`src/rtl/tohost_axi_responder_if.sv`:
```
// AXI4-Lite style bus bundle for the tohost responder: AW, W, B, AR and R channels.
// Each channel transfers on a rising clock edge where its valid and ready are both high.
interface tohost_axi_responder_if;
    logic [31:0] s_axi_awaddr;
    logic        s_axi_awvalid;
    logic        s_axi_awready;
    logic [31:0] s_axi_wdata;
    logic [3:0]  s_axi_wstrb;
    logic        s_axi_wvalid;
    logic        s_axi_wready;
    logic [1:0]  s_axi_bresp;
    logic        s_axi_bvalid;
    logic        s_axi_bready;
    logic [31:0] s_axi_araddr;
    logic        s_axi_arvalid;
    logic        s_axi_arready;
    logic [31:0] s_axi_rdata;
    logic [1:0]  s_axi_rresp;
    logic        s_axi_rvalid;
    logic        s_axi_rready;

    modport master (
        output s_axi_awaddr, s_axi_awvalid, s_axi_wdata, s_axi_wstrb, s_axi_wvalid,
               s_axi_bready, s_axi_araddr, s_axi_arvalid, s_axi_rready,
        input  s_axi_awready, s_axi_wready, s_axi_bresp, s_axi_bvalid,
               s_axi_arready, s_axi_rdata, s_axi_rresp, s_axi_rvalid
    );

    modport slave (
        input  s_axi_awaddr, s_axi_awvalid, s_axi_wdata, s_axi_wstrb, s_axi_wvalid,
               s_axi_bready, s_axi_araddr, s_axi_arvalid, s_axi_rready,
        output s_axi_awready, s_axi_wready, s_axi_bresp, s_axi_bvalid,
               s_axi_arready, s_axi_rdata, s_axi_rresp, s_axi_rvalid
    );
endinterface

```
`src/rtl/tohost_axi_responder.sv`:
```
// AXI-Lite slave holding the tohost word and a sticky test result (done/pass/fail_num).
// Optional feature: define TOHOST_CYCLE_CNT_EN for a free-running cycle counter at TO_HOST_ADDR + 4.
module tohost_axi_responder #(
    parameter logic [31:0] TO_HOST_ADDR = 32'h0000_3000,
    parameter int          SIM_DELAY    = 1
) (
    input  logic                        clk,
    input  logic                        resetn,
    tohost_axi_responder_if.slave       axi,
    output logic                        test_done,
    output logic                        test_pass,
    output logic [30:0]                 fail_num,
    output logic [1:0]                  dbg_w_state,
    output logic                        dbg_r_state
);
    typedef enum logic [1:0] {W_IDLE, W_WAIT_DATA, W_WAIT_ADDR, W_RESP} w_state_t;
    typedef enum logic {R_IDLE, R_RESP} r_state_t;

    localparam logic [1:0]  RESP_OKAY   = 2'b00;
    localparam logic [1:0]  RESP_SLVERR = 2'b10;
    localparam logic [1:0]  RESP_DECERR = 2'b11;
    localparam logic [31:0] ADDR_MASK   = 32'hFFFF_FFFC;
    localparam logic [31:0] TOHOST_WORD = TO_HOST_ADDR & ADDR_MASK;
`ifdef TOHOST_CYCLE_CNT_EN
    localparam logic [31:0] CNT_WORD    = (TO_HOST_ADDR + 32'd4) & ADDR_MASK;
`endif

    // Registered outputs carry no delay in this model; a negative value is a setup error.
    if (SIM_DELAY < 0) begin : g_sim_delay_check
        $error("SIM_DELAY must be non-negative");
    end

    w_state_t    w_state_q, w_state_d;
    r_state_t    r_state_q, r_state_d;
    logic [31:0] aw_addr_q, w_data_q;
    logic [3:0]  w_strb_q;
    logic [1:0]  bresp_q, bresp_d;
    logic [31:0] tohost_q;
    logic [31:0] rdata_q, rdata_d;
    logic [1:0]  rresp_q, rresp_d;
    logic        aw_fire, w_fire, ar_fire, wr_done;
    logic [31:0] wr_addr, wr_data;
    logic [3:0]  wr_strb;
    logic        wr_hit, tohost_we, done_set;
`ifdef TOHOST_CYCLE_CNT_EN
    logic [31:0] cycle_cnt;
`endif

    // Write FSM: next state, channel readies and the merged AW/W view at completion.
    always_comb begin
        w_state_d = w_state_q;
        wr_done   = 1'b0;
        wr_addr   = axi.s_axi_awaddr;
        wr_data   = axi.s_axi_wdata;
        wr_strb   = axi.s_axi_wstrb;
        axi.s_axi_awready = resetn & ((w_state_q == W_IDLE) | (w_state_q == W_WAIT_ADDR));
        axi.s_axi_wready  = resetn & ((w_state_q == W_IDLE) | (w_state_q == W_WAIT_DATA));
        aw_fire = axi.s_axi_awvalid & axi.s_axi_awready;
        w_fire  = axi.s_axi_wvalid & axi.s_axi_wready;
        case (w_state_q)
            W_IDLE: begin
                if (aw_fire && w_fire) begin
                    w_state_d = W_RESP;
                    wr_done   = 1'b1;
                end else if (aw_fire) begin
                    w_state_d = W_WAIT_DATA;
                end else if (w_fire) begin
                    w_state_d = W_WAIT_ADDR;
                end
            end
            W_WAIT_DATA: begin
                wr_addr = aw_addr_q;
                if (w_fire) begin
                    w_state_d = W_RESP;
                    wr_done   = 1'b1;
                end
            end
            W_WAIT_ADDR: begin
                wr_data = w_data_q;
                wr_strb = w_strb_q;
                if (aw_fire) begin
                    w_state_d = W_RESP;
                    wr_done   = 1'b1;
                end
            end
            W_RESP: begin
                if (axi.s_axi_bready) w_state_d = W_IDLE;
            end
            default: w_state_d = W_IDLE;
        endcase
    end

    // Write decode: the low two address bits never affect the word selected.
    always_comb begin
        bresp_d = RESP_DECERR;
        wr_hit  = ((wr_addr & ADDR_MASK) == TOHOST_WORD);
        if (wr_hit) begin
            bresp_d = (wr_strb == 4'hF) ? RESP_OKAY : RESP_SLVERR;
        end
`ifdef TOHOST_CYCLE_CNT_EN
        else if ((wr_addr & ADDR_MASK) == CNT_WORD) begin
            bresp_d = RESP_SLVERR;
        end
`endif
        tohost_we = wr_done & wr_hit & (wr_strb == 4'hF);
        done_set  = tohost_we & wr_data[0] & ~test_done;
    end

    always_ff @(posedge clk or negedge resetn) begin
        if (!resetn) begin
            w_state_q <= W_IDLE;
        end else begin
            w_state_q <= w_state_d;
        end
    end

    always_ff @(posedge clk or negedge resetn) begin
        if (!resetn) begin
            aw_addr_q <= '0;
            w_data_q  <= '0;
            w_strb_q  <= '0;
            bresp_q   <= RESP_OKAY;
            tohost_q  <= '0;
            test_done <= 1'b0;
            test_pass <= 1'b0;
            fail_num  <= '0;
        end else begin
            if (w_state_q == W_IDLE && aw_fire && !w_fire) aw_addr_q <= axi.s_axi_awaddr;
            if (w_state_q == W_IDLE && w_fire && !aw_fire) begin
                w_data_q <= axi.s_axi_wdata;
                w_strb_q <= axi.s_axi_wstrb;
            end
            if (wr_done) bresp_q <= bresp_d;
            if (tohost_we) tohost_q <= wr_data;
            if (done_set) begin
                test_done <= 1'b1;
                test_pass <= (wr_data == 32'h1);
                fail_num  <= wr_data[31:1];
            end
        end
    end

`ifdef TOHOST_CYCLE_CNT_EN
    // Counts run time until the result lands, then freezes for readback.
    always_ff @(posedge clk or negedge resetn) begin
        if (!resetn) begin
            cycle_cnt <= '0;
        end else if (!test_done) begin
            cycle_cnt <= cycle_cnt + 32'd1;
        end
    end
`endif

    // Read FSM and decode; data is captured at the AR handshake so it is stable while rvalid.
    always_comb begin
        r_state_d = r_state_q;
        axi.s_axi_arready = resetn & (r_state_q == R_IDLE);
        ar_fire = axi.s_axi_arvalid & axi.s_axi_arready;
        rdata_d = '0;
        rresp_d = RESP_DECERR;
        if ((axi.s_axi_araddr & ADDR_MASK) == TOHOST_WORD) begin
            rdata_d = tohost_q;
            rresp_d = RESP_OKAY;
        end
`ifdef TOHOST_CYCLE_CNT_EN
        else if ((axi.s_axi_araddr & ADDR_MASK) == CNT_WORD) begin
            rdata_d = cycle_cnt;
            rresp_d = RESP_OKAY;
        end
`endif
        case (r_state_q)
            R_IDLE: if (ar_fire) r_state_d = R_RESP;
            R_RESP: if (axi.s_axi_rready) r_state_d = R_IDLE;
            default: r_state_d = R_IDLE;
        endcase
    end

    always_ff @(posedge clk or negedge resetn) begin
        if (!resetn) begin
            r_state_q <= R_IDLE;
            rdata_q   <= '0;
            rresp_q   <= RESP_OKAY;
        end else begin
            r_state_q <= r_state_d;
            if (ar_fire) begin
                rdata_q <= rdata_d;
                rresp_q <= rresp_d;
            end
        end
    end

    assign axi.s_axi_bvalid = (w_state_q == W_RESP);
    assign axi.s_axi_bresp  = bresp_q;
    assign axi.s_axi_rvalid = (r_state_q == R_RESP);
    assign axi.s_axi_rdata  = rdata_q;
    assign axi.s_axi_rresp  = rresp_q;
    assign dbg_w_state      = w_state_q;
    assign dbg_r_state      = r_state_q;
endmodule

```
`src/flat_wrapper.sv`:
```
// flat-port wrapper written by rule: the top's interface ports become plain ports
module tohost_axi_responder_flat 
#(
    parameter logic [31:0] TO_HOST_ADDR = 32'h0000_3000,
    parameter int          SIM_DELAY    = 1
)
  (clk, resetn, test_done, test_pass, fail_num, dbg_w_state, dbg_r_state, axi_s_axi_awaddr, axi_s_axi_awvalid, axi_s_axi_wdata, axi_s_axi_wstrb, axi_s_axi_wvalid, axi_s_axi_bready, axi_s_axi_araddr, axi_s_axi_arvalid, axi_s_axi_rready, axi_s_axi_awready, axi_s_axi_wready, axi_s_axi_bresp, axi_s_axi_bvalid, axi_s_axi_arready, axi_s_axi_rdata, axi_s_axi_rresp, axi_s_axi_rvalid);
  tohost_axi_responder_if axi_i ();
  input  logic clk;
  input  logic resetn;
  output logic test_done;
  output logic test_pass;
  output logic [30:0] fail_num;
  output logic [1:0] dbg_w_state;
  output logic dbg_r_state;
  input wire logic [$bits(axi_i.s_axi_awaddr)-1:0] axi_s_axi_awaddr;
  input wire logic [$bits(axi_i.s_axi_awvalid)-1:0] axi_s_axi_awvalid;
  input wire logic [$bits(axi_i.s_axi_wdata)-1:0] axi_s_axi_wdata;
  input wire logic [$bits(axi_i.s_axi_wstrb)-1:0] axi_s_axi_wstrb;
  input wire logic [$bits(axi_i.s_axi_wvalid)-1:0] axi_s_axi_wvalid;
  input wire logic [$bits(axi_i.s_axi_bready)-1:0] axi_s_axi_bready;
  input wire logic [$bits(axi_i.s_axi_araddr)-1:0] axi_s_axi_araddr;
  input wire logic [$bits(axi_i.s_axi_arvalid)-1:0] axi_s_axi_arvalid;
  input wire logic [$bits(axi_i.s_axi_rready)-1:0] axi_s_axi_rready;
  output wire logic [$bits(axi_i.s_axi_awready)-1:0] axi_s_axi_awready;
  output wire logic [$bits(axi_i.s_axi_wready)-1:0] axi_s_axi_wready;
  output wire logic [$bits(axi_i.s_axi_bresp)-1:0] axi_s_axi_bresp;
  output wire logic [$bits(axi_i.s_axi_bvalid)-1:0] axi_s_axi_bvalid;
  output wire logic [$bits(axi_i.s_axi_arready)-1:0] axi_s_axi_arready;
  output wire logic [$bits(axi_i.s_axi_rdata)-1:0] axi_s_axi_rdata;
  output wire logic [$bits(axi_i.s_axi_rresp)-1:0] axi_s_axi_rresp;
  output wire logic [$bits(axi_i.s_axi_rvalid)-1:0] axi_s_axi_rvalid;
  assign axi_i.s_axi_awaddr = axi_s_axi_awaddr;
  assign axi_i.s_axi_awvalid = axi_s_axi_awvalid;
  assign axi_i.s_axi_wdata = axi_s_axi_wdata;
  assign axi_i.s_axi_wstrb = axi_s_axi_wstrb;
  assign axi_i.s_axi_wvalid = axi_s_axi_wvalid;
  assign axi_i.s_axi_bready = axi_s_axi_bready;
  assign axi_i.s_axi_araddr = axi_s_axi_araddr;
  assign axi_i.s_axi_arvalid = axi_s_axi_arvalid;
  assign axi_i.s_axi_rready = axi_s_axi_rready;
  assign axi_s_axi_awready = axi_i.s_axi_awready;
  assign axi_s_axi_wready = axi_i.s_axi_wready;
  assign axi_s_axi_bresp = axi_i.s_axi_bresp;
  assign axi_s_axi_bvalid = axi_i.s_axi_bvalid;
  assign axi_s_axi_arready = axi_i.s_axi_arready;
  assign axi_s_axi_rdata = axi_i.s_axi_rdata;
  assign axi_s_axi_rresp = axi_i.s_axi_rresp;
  assign axi_s_axi_rvalid = axi_i.s_axi_rvalid;
  tohost_axi_responder #(.TO_HOST_ADDR(TO_HOST_ADDR), .SIM_DELAY(SIM_DELAY)) u_core (.clk(clk), .resetn(resetn), .axi(axi_i), .test_done(test_done), .test_pass(test_pass), .fail_num(fail_num), .dbg_w_state(dbg_w_state), .dbg_r_state(dbg_r_state));
endmodule
```
`config.mk`:
```
export PLATFORM = sky130hd
export DESIGN_NAME = tohost_axi_responder_flat
export DESIGN_NICKNAME = d
export VERILOG_FILES = /design/src/rtl/tohost_axi_responder_if.sv /design/src/rtl/tohost_axi_responder.sv /design/src/flat_wrapper.sv
export SDC_FILE = /design/constraint.sdc
export NUM_CORES = 1
export LEC_CHECK = 0
export ABC_AREA = 1
export CELL_PAD_IN_SITES_DETAIL_PLACEMENT = 1
export CELL_PAD_IN_SITES_GLOBAL_PLACEMENT = 2
export CORE_MARGIN = 8
export CORE_UTILIZATION = 26
export CTS_CLUSTER_DIAMETER = 120
export DETAILED_ROUTE_END_ITERATION = 10
export PLACE_DENSITY_LB_ADDON = 0.1
export SETUP_SLACK_MARGIN = 0.4
export SLEW_MARGIN = 20
export SYNTH_ARGS = -nofsm -noshare
export SYNTH_HDL_FRONTEND = slang
export SYNTH_SLANG_ARGS = --single-unit
```
`constraint.sdc`:
```
create_clock -name clk -period 1.87 [get_ports clk]
set_input_delay 0.2805 -clock clk [delete_from_list [all_inputs] [get_ports clk]]
set_output_delay 0.2805 -clock clk [all_outputs]
set_load 0.1 [all_outputs]
```
==> impl_metrics.json <==
{
  "setup_viol": 122,
  "yosysWarnings": 0,
  "synth-seq-cells": 169,
  "areaGrowthSynthToFinish_pct": 53.97,
  "dieArea_um2": 35900,
  "fin_crit_sh_pct": 114.8,
  "r2r-start": "u_core.dbg_w_state[0]$_DFFE_PN0P_",
  "worst-path-buf-inv": 4,
  "netlist_instances": 957,
  "initialDrtViolationCount": 281,
  "vias": 7149,
  "status": "complete, but fails checks",
  "reg2reg_slack_ns": -0.27,
  "critPathLaunchType": "flop",
  "max_stage_delay_ns": 0.51,
  "ir_drop_uv": 1180,
  "maxCapViolCount": 0,
  "routed_wirelength_um": 27010,
  "syn_area_um2": 7824,
  "crit_type": "flop to primary output",
  "worst_pin_slew_ns": 0.6060,
  "hold_path.class": "primary input to async pin",
  "cts_sinks": 169,
  "cp_top_family": "flip-flops",
  "clock.fmax_mhz": 465.9,
  "syn_avg_cell_area_um2": 8.175,
  "dp_hpwl_um": 19970,
  "drc": 0,
  "cts.path.max_buffers": 2,
  "first_pass_iters": 6,
  "power.leakage_uw": 0.006043,
  "grt_max_degree": 94,
  "ios": 184,
  "min_period_ns": 2.146,
  "place_congestion": 0.7694,
  "powerDensity_nw_per_um2": 1114,
  "slew_headroom_pct": 59.60,
  "grt_pass1_wl_um": 43200,
  "antenna_left": 0,
  "worst_slack_ns": -0.2763,
  "cts_tree": "yes",
  "initial_utilization_pct": 26.40,
  "arrival_ns": 1.87,
  "cp.required_ns": 1.59,
  "clk_pin_slew_worst_paths_ns": 0.07,
  "ys_types": 24,
  "crit_chain": "ha_4 -> buf_6 -> nor2_4 -> nor2_4 -> buf_6 -> buf_6 -> buf_12",
  "synth-seq-area-share_pct": 54.05,
  "cts_root_buf": "clkbuf_16",
  "synth_nets": 1069,
  "fillerInstances": 3428,
  "h-tree-depth": 4,
  "rows": 63,
  "startpoint": "u_core.dbg_w_state[0]$_DFFE_PN0P_",
  "setup_tns_ns": -18.57,
  "drv_slew": 0,
  "via_per_inst": 4.391,
  "clock_latency_ns": 0.43,
  "drive_above_1_share_pct": 24.64,
  "fin_util_pct": 40.65,
  "final-hold-violation-count": 33,
  "cts_buffers": 17,
  "clock_skew_ns": 0.02038,
  "crit_slowest_cell": "dfrtp_4",
  "nNetsFinal": 1337,
  "coreArea_um2": 29640,
  "die_y_um": 189.5,
  "path_max_fanout": 5,
  "violations": "hold timing, setup timing",
  "pre_cts_slack_ns": -0.6466,
  "grt.total_usage_pct": 15.15,
  "rsz0062_at_grt": "yes",
  "first_global_vias": 7820,
  "io_buffers": 179,
  "grt.overflow.total": 0,
  "dieWidth_um": 189.5,
  "hold_ws_ns": -0.09809,
  "cpMostUsedCell": "buf_6",
  "drt-wirelength-per-cell_um": 16.59,
  "endpoint_kind": "primary output",
  "num_antenna_cells": 0,
  "antenna_found_initial": 5
}
==> timing repair <==
action | CTS | global route
setup buffers | 4 | 2
cloned | 2 | 3
endpoints found under the hold margin | 33 | 33
gates resized for setup | 46 | 50
setup endpoints to repair | 159 | 174
pin swaps | 28 | 20
==> logic make-up after synthesis <==
kind of cell	count (synthesis)	share of synthesized area [%]
buffers and inverters	125	7.324
AND/OR/NAND/NOR	545	29.22
adder cells (fa/ha/maj)	5	0.7996
multiplexers	15	2.159
AO/OA/AOI/OAI	98	6.445
flip-flops	169	54.05
==> cell type report <==
class | instances | area (um2) | share of cell area (%)
Multi-Input combinational cell | 663 | 3344 | 27.76
Clock inverter | 15 | 185.2 | 1.537
Inverter | 75 | 295.3 | 2.451
Tap cell | 390 | 488.0 | 4.051
Sequential cell | 169 | 4242 | 35.21
Timing Repair Buffer | 299 | 3067 | 25.46
Clock buffer | 17 | 425.4 | 3.531
==> sequential cells by signal, indices dropped and copies added, names as in the netlist, 2 cells and up <==
register                cells
u_core.fail_num            31
u_core.axi.s_axi_rdata     32
u_core.tohost_q            32
u_core.axi.s_axi_bresp      2
u_core.dbg_w_state          2
u_core.aw_addr_q           30
u_core.w_strb_q             4
u_core.w_data_q            32
==> report_power, final <==
| group | leakage, uW | total, uW | switching [uW] | internal, uW |
|---|---|---|---|---|
| Sequential | 0.00224 | 4770 | 441 | 4330 |
| Clock | 0.000289 | 3670 | 1750 | 1920 |
| Combinational | 0.00351 | 4970 | 2720 | 2250 |
| Total | 0.00604 | 13400 | 4910 | 8510 |
==> per-layer routing <==
layer,vias up,part of all wire (%),track usage (%),wire length [um]
li1,3597,-,-,-
met1,3347,46,19.54,12490
met2,151,45,24.14,12270
met3,44,5.8,4.360,1571
met4,10,2.3,4.781,618
met5,-,0.22,0,60
==> cell usage in the layout, fill, tap and decap left out, types with 3 or more instances in the layout <==
cell / count
nand3_1: 42
dfrtp_1: 165
clkdlybuf4s50_1: 101
buf_12: 35
nand3_4: 3
nor2_4: 8
nand2_1: 350
o21ai_0: 62
buf_4: 144
clkinvlp_4: 3
o21ai_2: 4
mux2_2: 5
clkinv_8: 4
nor4_1: 6
nand4_1: 36
nor2_2: 5
clkbuf_16: 19
inv_1: 67
inv_6: 3
ha_4: 4
a21oi_1: 7
nor3_2: 3
nand3_2: 5
buf_6: 15
nor2_1: 70
mux2_4: 10
inv_8: 4
o21ai_1: 22
inv_4: 3
dfrtp_4: 3
nor3_4: 3
nand2_2: 7
==> worst paths after layout <==
path,endpoint,depth (start not counted)
worst max register to register,u_core.tohost_q[7]$_DFFE_PN0P_,15
worst max-delay path,axi_s_axi_wready,7
min in group clk,u_core.axi.s_axi_rvalid$_DFF_PN0_,2
worst min register to register,u_core.axi.s_axi_rdata[18]$_DFFE_PN0P_,2
worst min-delay path,u_core.axi.s_axi_rdata[28]$_DFFE_PN0P_,2
max in group asynchronous,u_core.axi.s_axi_rvalid$_DFF_PN0_,3
==> cell usage after synthesis (all sizes together) <==
library cell,instances,area share (%)
clkinv,2,0.096
o21ai,88,5.6
clkbuf,23,1.1
inv,73,3.5
mux2,15,2.2
nand4,38,3.4
dfrtp,169,54
a22oi,1,0.096
nand2,360,17
nor3,8,0.80
nand3,50,3.2
o22ai,1,0.16
nor2,83,4.0
a21oi,8,0.56
ha,5,0.80
buf,27,2.6
nor4,6,0.48
==> per-stage QoR <==
| step | instances | area, um2 | hold WS, ns | power [uW] |
|---|---|---|---|---|
| final | 1628 | 12050 | -0.09809 | 13420 |
| after global routing | 1628 | 12050 | -0.06932 | 14330 |
| after CTS | 1623 | 11830 | -0.08980 | 13410 |
| after detailed placement | 1585 | 10970 | 0.3768 | 9415 |
| after global placement | 1585 | 10970 | 0.3850 | 9355 |
| after floorplan | 957 | 7999 | -0.01509 | 7226 |
Power figures use the tool's default switching activity.
==> patch 1, RTL diff (same flow settings) <==
The option `TOHOST_CYCLE_CNT_EN` is turned on by a define.
--- a/src/rtl/tohost_axi_responder.sv
+++ b/src/rtl/tohost_axi_responder.sv
@@ -1,5 +1,7 @@
 // AXI-Lite slave holding the tohost word and a sticky test result (done/pass/fail_num).
 // Optional feature: define TOHOST_CYCLE_CNT_EN for a free-running cycle counter at TO_HOST_ADDR + 4.
+`define TOHOST_CYCLE_CNT_EN
+
 module tohost_axi_responder #(
     parameter logic [31:0] TO_HOST_ADDR = 32'h0000_3000,
     parameter int          SIM_DELAY    = 1
Check against the original RTL: not equivalent (Yosys sat finds a counterexample within 4 cycles, from zero or initial values and one cycle with resetn low).
==> patch 1 against the unedited design <==
The flow finishes with violations (setup timing); register-to-register slack worse by 0.08 ns; power rose by 19%; sequential power is 15% higher; sequential cell count is 32 higher; setup slack lost 0.072 ns; design area increased by 37%; routed wire length is 42% higher; synthesized area rose by 26%; via count rose by 32%; critical endpoint is now u_core.tohost_q[15]; largest power group unchanged; highest routed layer is now met4.
==> patch 1: results (changes against the unedited design) <==
GP Congestion 0.777 (+0.94%); nets 1,722 (+29%); GR Overflow Total 0 (unchanged); XOR/XNOR Fraction of Synth Area 2.49% (+2.5 points); ys flop type dfrtp_1; setup ws final -0.348 ns (-0.0718 ns); average routed wire per standard cell 17.9 um (+7.8%); worst IR drop on VDD 0.00110 V (-6.9%); post-DR vias/cell 4.42 (+0.64%); reg2reg start u_core.dbg_w_state[1]; Synth Area in Compound Gates 4.22% (-2.2 points); clk_skew 0.0287 ns (+0.00832 ns); sequential fraction of the synthesis area 51.0% (-3.1 points); Worst R2R Path Depth 13 (-2); Critical Path Fanout Max 8 (+3); CP top delay family buffers and inverters; FILL cells 4,370 (+27%); latest clock arrival within the worst-skew pair 0.55 ns (+0.12 ns); Clock Path Buffers 3 (+1); Async S/R FF share, synth 100% (unchanged); clock slew at reported path FFs 0.06 ns; Min-Delay Endpoint u_core.axi.s_axi_rvalid; max-cap violations 0 (unchanged); Yosys Warn Count 0 (unchanged); share of cells above drive strength 1 34.7% (+10 points); Min-Delay Path Class input port to flip-flop; multiplexer area fraction after synthesis 2.97% (+0.81 points); initial antenna violation count 0 (-5); TNS Setup -33.65 ns (-15.07 ns); failing checks setup timing; Net Count, Synth 1,374 (+29%); Worst Path Arrival 2.63 ns (+0.76 ns); CTS buffer count 26 (+9); Cell Area, Placed 13,300 um^2 (+21%); CP max stage delay 0.48 ns (-0.03 ns); status finished, violations left; first-pass GRT wire length 59,100 um (+37%); Static Leak 8.15 nW (+35%); clk root buf clkbuf_16; CP max stage cell dfrtp_4; largest net degree at the start of global routing 85 (-9.6%); Hold Path Cell Cnt 2; vias in the first global route 10,300 (+32%); min-delay src axi_s_axi_rready; Post-synth top cells nand2_1, dfrtp_1, nor2_1; DR pass1 iterations 4 (-2); Iteration-0 DRC Markers 383 (+36%); Worst-Margin Slew 0.430 ns (-0.176 ns); detailed placer's ending HPWL 26,100 um (+30%); Synth cell types 36 (+50%); RR Endpoint u_core.tohost_q[15]; H-Tree Depth 1 (-3); Tot GR Track Use 16.6% (+1.5 points); input/output buffers 179 (unchanged); Adder-Cell Fraction of Synth Area 0.634% (-0.17 points); final setup fails 136 (+11%); largest cells by area after synthesis dfrtp_1, nand2_1, nor2_1
patch 1: what timing repair did:
item                                    in CTS  in global routing
endpoints found under the setup margin     245                372
gates resized for setup                    204                194
pin swaps                                   69                 61
hold buffers                                 1                  0
setup buffers                               45                 31
cloned                                       9                  7
endpoints found under the hold margin       76                  0
patch 1: cell families after synthesis:
logic type,Yosys count
buffers and inverters,159
flip-flops,201
adder cells (fa/ha/maj),5
AO/OA/AOI/OAI,82
XOR/XNOR,28
AND/OR/NAND/NOR,761
multiplexers,26
patch 1: final cells by class:
class                      count  share of cell area (%)
sequential                   201                    30.9
inverter                      99                    2.44
clock inverter                12                   0.585
timing repair buffer         380                    27.2
clock buffer                  36                    4.66
tap                          511                    3.88
antenna                        1                  0.0152
multi-input combinational    902                    30.3
patch 1: stage by stage:
step	utilization [%]	cells	hold WS [ns]	worst slack, ns
6_report	44.0	2142	0.301	-0.348
5_1_grt	44.0	2141	0.296	-0.478
4_1_cts	41.1	2103	0.274	-0.367
3_5_place_dp	35.5	2000	0.316	-0.449
3_3_place_gp	35.5	2000	0.316	-0.405
2_1_floorplan	-	1262	-0.0151	-0.262
patch 1: how the worst max path moves through the flow:
stage / end / startpoint / cells after the start
floorplan: u_core.fail_num[10] / u_core.dbg_w_state[1] / 14
global placement: u_core.fail_num[9] / axi_s_axi_wstrb[1] / 12
detailed placement: u_core.fail_num[13] / u_core.dbg_w_state[0] / 14
CTS: axi_s_axi_awready / u_core.dbg_w_state[1] / 7
global route: u_core.fail_num[13] / u_core.dbg_w_state[0] / 15
finish: u_core.tohost_q[15] / u_core.dbg_w_state[1] / 13
patch 1: power by group:
| group | switching (mW) | internal [mW] |
|---|---|---|
| Clock | 2.04 | 3.00 |
| Sequential | 0.393 | 5.08 |
| Combinational | 2.93 | 2.56 |
patch 1: routing by layer:
| layer | global-route usage, % | part of all wire (%) | wire length (um) |
|---|---|---|---|
| met3 | 2.55 | 3.2 | 1220 |
| met2 | 28.1 | 49 | 18900 |
| met1 | 22.4 | 46 | 17700 |
| met4 | 3.21 | 1.5 | 558 |
| met5 | 0 | 0 | 0 |
==> patch 2, RTL diff (same settings) <==
Made on the original files. Put one more register stage on the output `dbg_r_state`. The value now appears one clock later. The other outputs are not delayed to match.
--- a/src/rtl/tohost_axi_responder.sv
+++ b/src/rtl/tohost_axi_responder.sv
@@ -195,6 +195,8 @@
     assign axi.s_axi_rdata  = rdata_q;
     assign axi.s_axi_rresp  = rresp_q;
     assign dbg_w_state      = w_state_q;
-    assign dbg_r_state      = r_state_q;
+    always_ff @(posedge clk) begin
+        dbg_r_state <= r_state_q;
+    end
 endmodule
 
Function: changed (a bounded check fails within 4 cycles, from zero or initial values and one cycle with resetn low).
==> patch 2 against the unedited design <==
Sequential cell count is 1 higher; synthesized area is 0.16% higher; setup slack worse by 0.012 ns; sequential share of layout area is 2.3 points lower; non-clock buffer count is 30 higher; the run still ends with hold timing, setup timing left; power is 4.7% higher; routed wire length is 7.0% higher; design area is 7.6% higher.
==> patch 2: results (changes against the unedited design) <==
WL met2 14,000 um (+14%); setup ws final -0.289 ns (-0.0122 ns); met1 Use GR 20.4% (+0.91 points); grt met3 use 4.23% (-0.13 points); clock share of power 26.0% (-1.4 points); Critical Path Fanout Max 26 (+21); status finished, violations left; first-pass GRT wire length 43,600 um (+0.94%); final setup fails 128 (+4.9%); Iteration-0 DRC Markers 348 (+24%); detailed placer's ending HPWL 19,900 um (-0.44%); FF+latch count, synth 170 (+0.59%); multi-input logic area 3660 um^2 (+9.4%); worst IR drop on VDD 0.00129 V (+9.5%); count of non-CTS buffers in the layout 329 (+10%); GP Congestion 0.744 (-3.3%); layout buffering overhead excluding clock cells 28.1% (+2.6 points); Static Leak 6.47 nW (+7.1%); largest net degree at the start of global routing 131 (+39%); Sequential Area 4260 um^2 (+0.47%); DR pass1 iterations 4 (-2); Adder-Cell Fraction of Synth Area 0.798% (-0.0013 points); antenna cells 2 (+2); Worst-Margin Slew 0.757 ns (+0.151 ns); Synth cell types 25 (+4.2%); largest cells by area after synthesis dfrtp_1, nand2_1, o21ai_0; pre-CTS WS -0.335 ns (+0.312 ns); failing checks hold timing, setup timing; multiplexer area fraction after synthesis 2.16% (-0.0034 points); hold slack final -0.0939 ns (+0.00419 ns); # Post-CTS Setup Buffers 7 (+3); CP top delay family buffers and inverters; Post-CTS Resized 50 (+8.7%); Tot GR Track Use 15.2% (+0.060 points); FILL cells 3,359 (-2.0%); Worst Path Arrival 2.48 ns (+0.61 ns); clk_skew 0.0140 ns (-0.00642 ns); sw frac 37.0% (+0.44 points); die area 36,000 um^2 (+0.14%); average routed wire per standard cell 17.4 um (+4.9%); TNS Setup -20.44 ns (-1.87 ns); nets 1,369 (+2.4%); metal3 WL 1500 um (-4.6%); Cell Area, Placed 10,900 um^2 (-0.16%); Clock buf/inv share 4.65% (-0.41 points); final hold vios 39 (+18%); Net Count, Synth 1,069 (unchanged); multi-input gate share of total cell area 28.2% (+0.48 points); Synth Area in Compound Gates 6.43% (-0.010 points); sequential fraction of the synthesis area 54.2% (+0.17 points); M1 wire length 13,000 um (+4.0%)
-- patch 2: metrics by stage --
step	hold slack, ns	total power [mW]	std cells
6_report	-0.0939	14.1	1662
5_1_grt	-0.0605	14.9	1660
4_1_cts	-0.0769	13.4	1628
3_5_place_dp	0.391	9.41	1586
3_3_place_gp	0.401	9.34	1586
2_1_floorplan	-0.0151	7.25	957
-- patch 2: path summary, 6_finish.rpt --
path / depth (start not counted) / startpoint / end / slack (ns)
max: 13 / u_core.dbg_w_state[1] / u_core.fail_num[3] / -0.29
min: 2 / resetn / u_core.axi.s_axi_rvalid / -0.09
max reg2reg: 13 / u_core.dbg_w_state[1] / u_core.fail_num[3] / -0.29
min reg2reg: 2 / u_core.axi.s_axi_rdata[17] / u_core.axi.s_axi_rdata[17] / 0.47
max in group asynchronous: 3 / resetn / u_core.w_data_q[1] / 0.82
min in group clk: 2 / axi_s_axi_rready / u_core.axi.s_axi_rvalid / 0.40
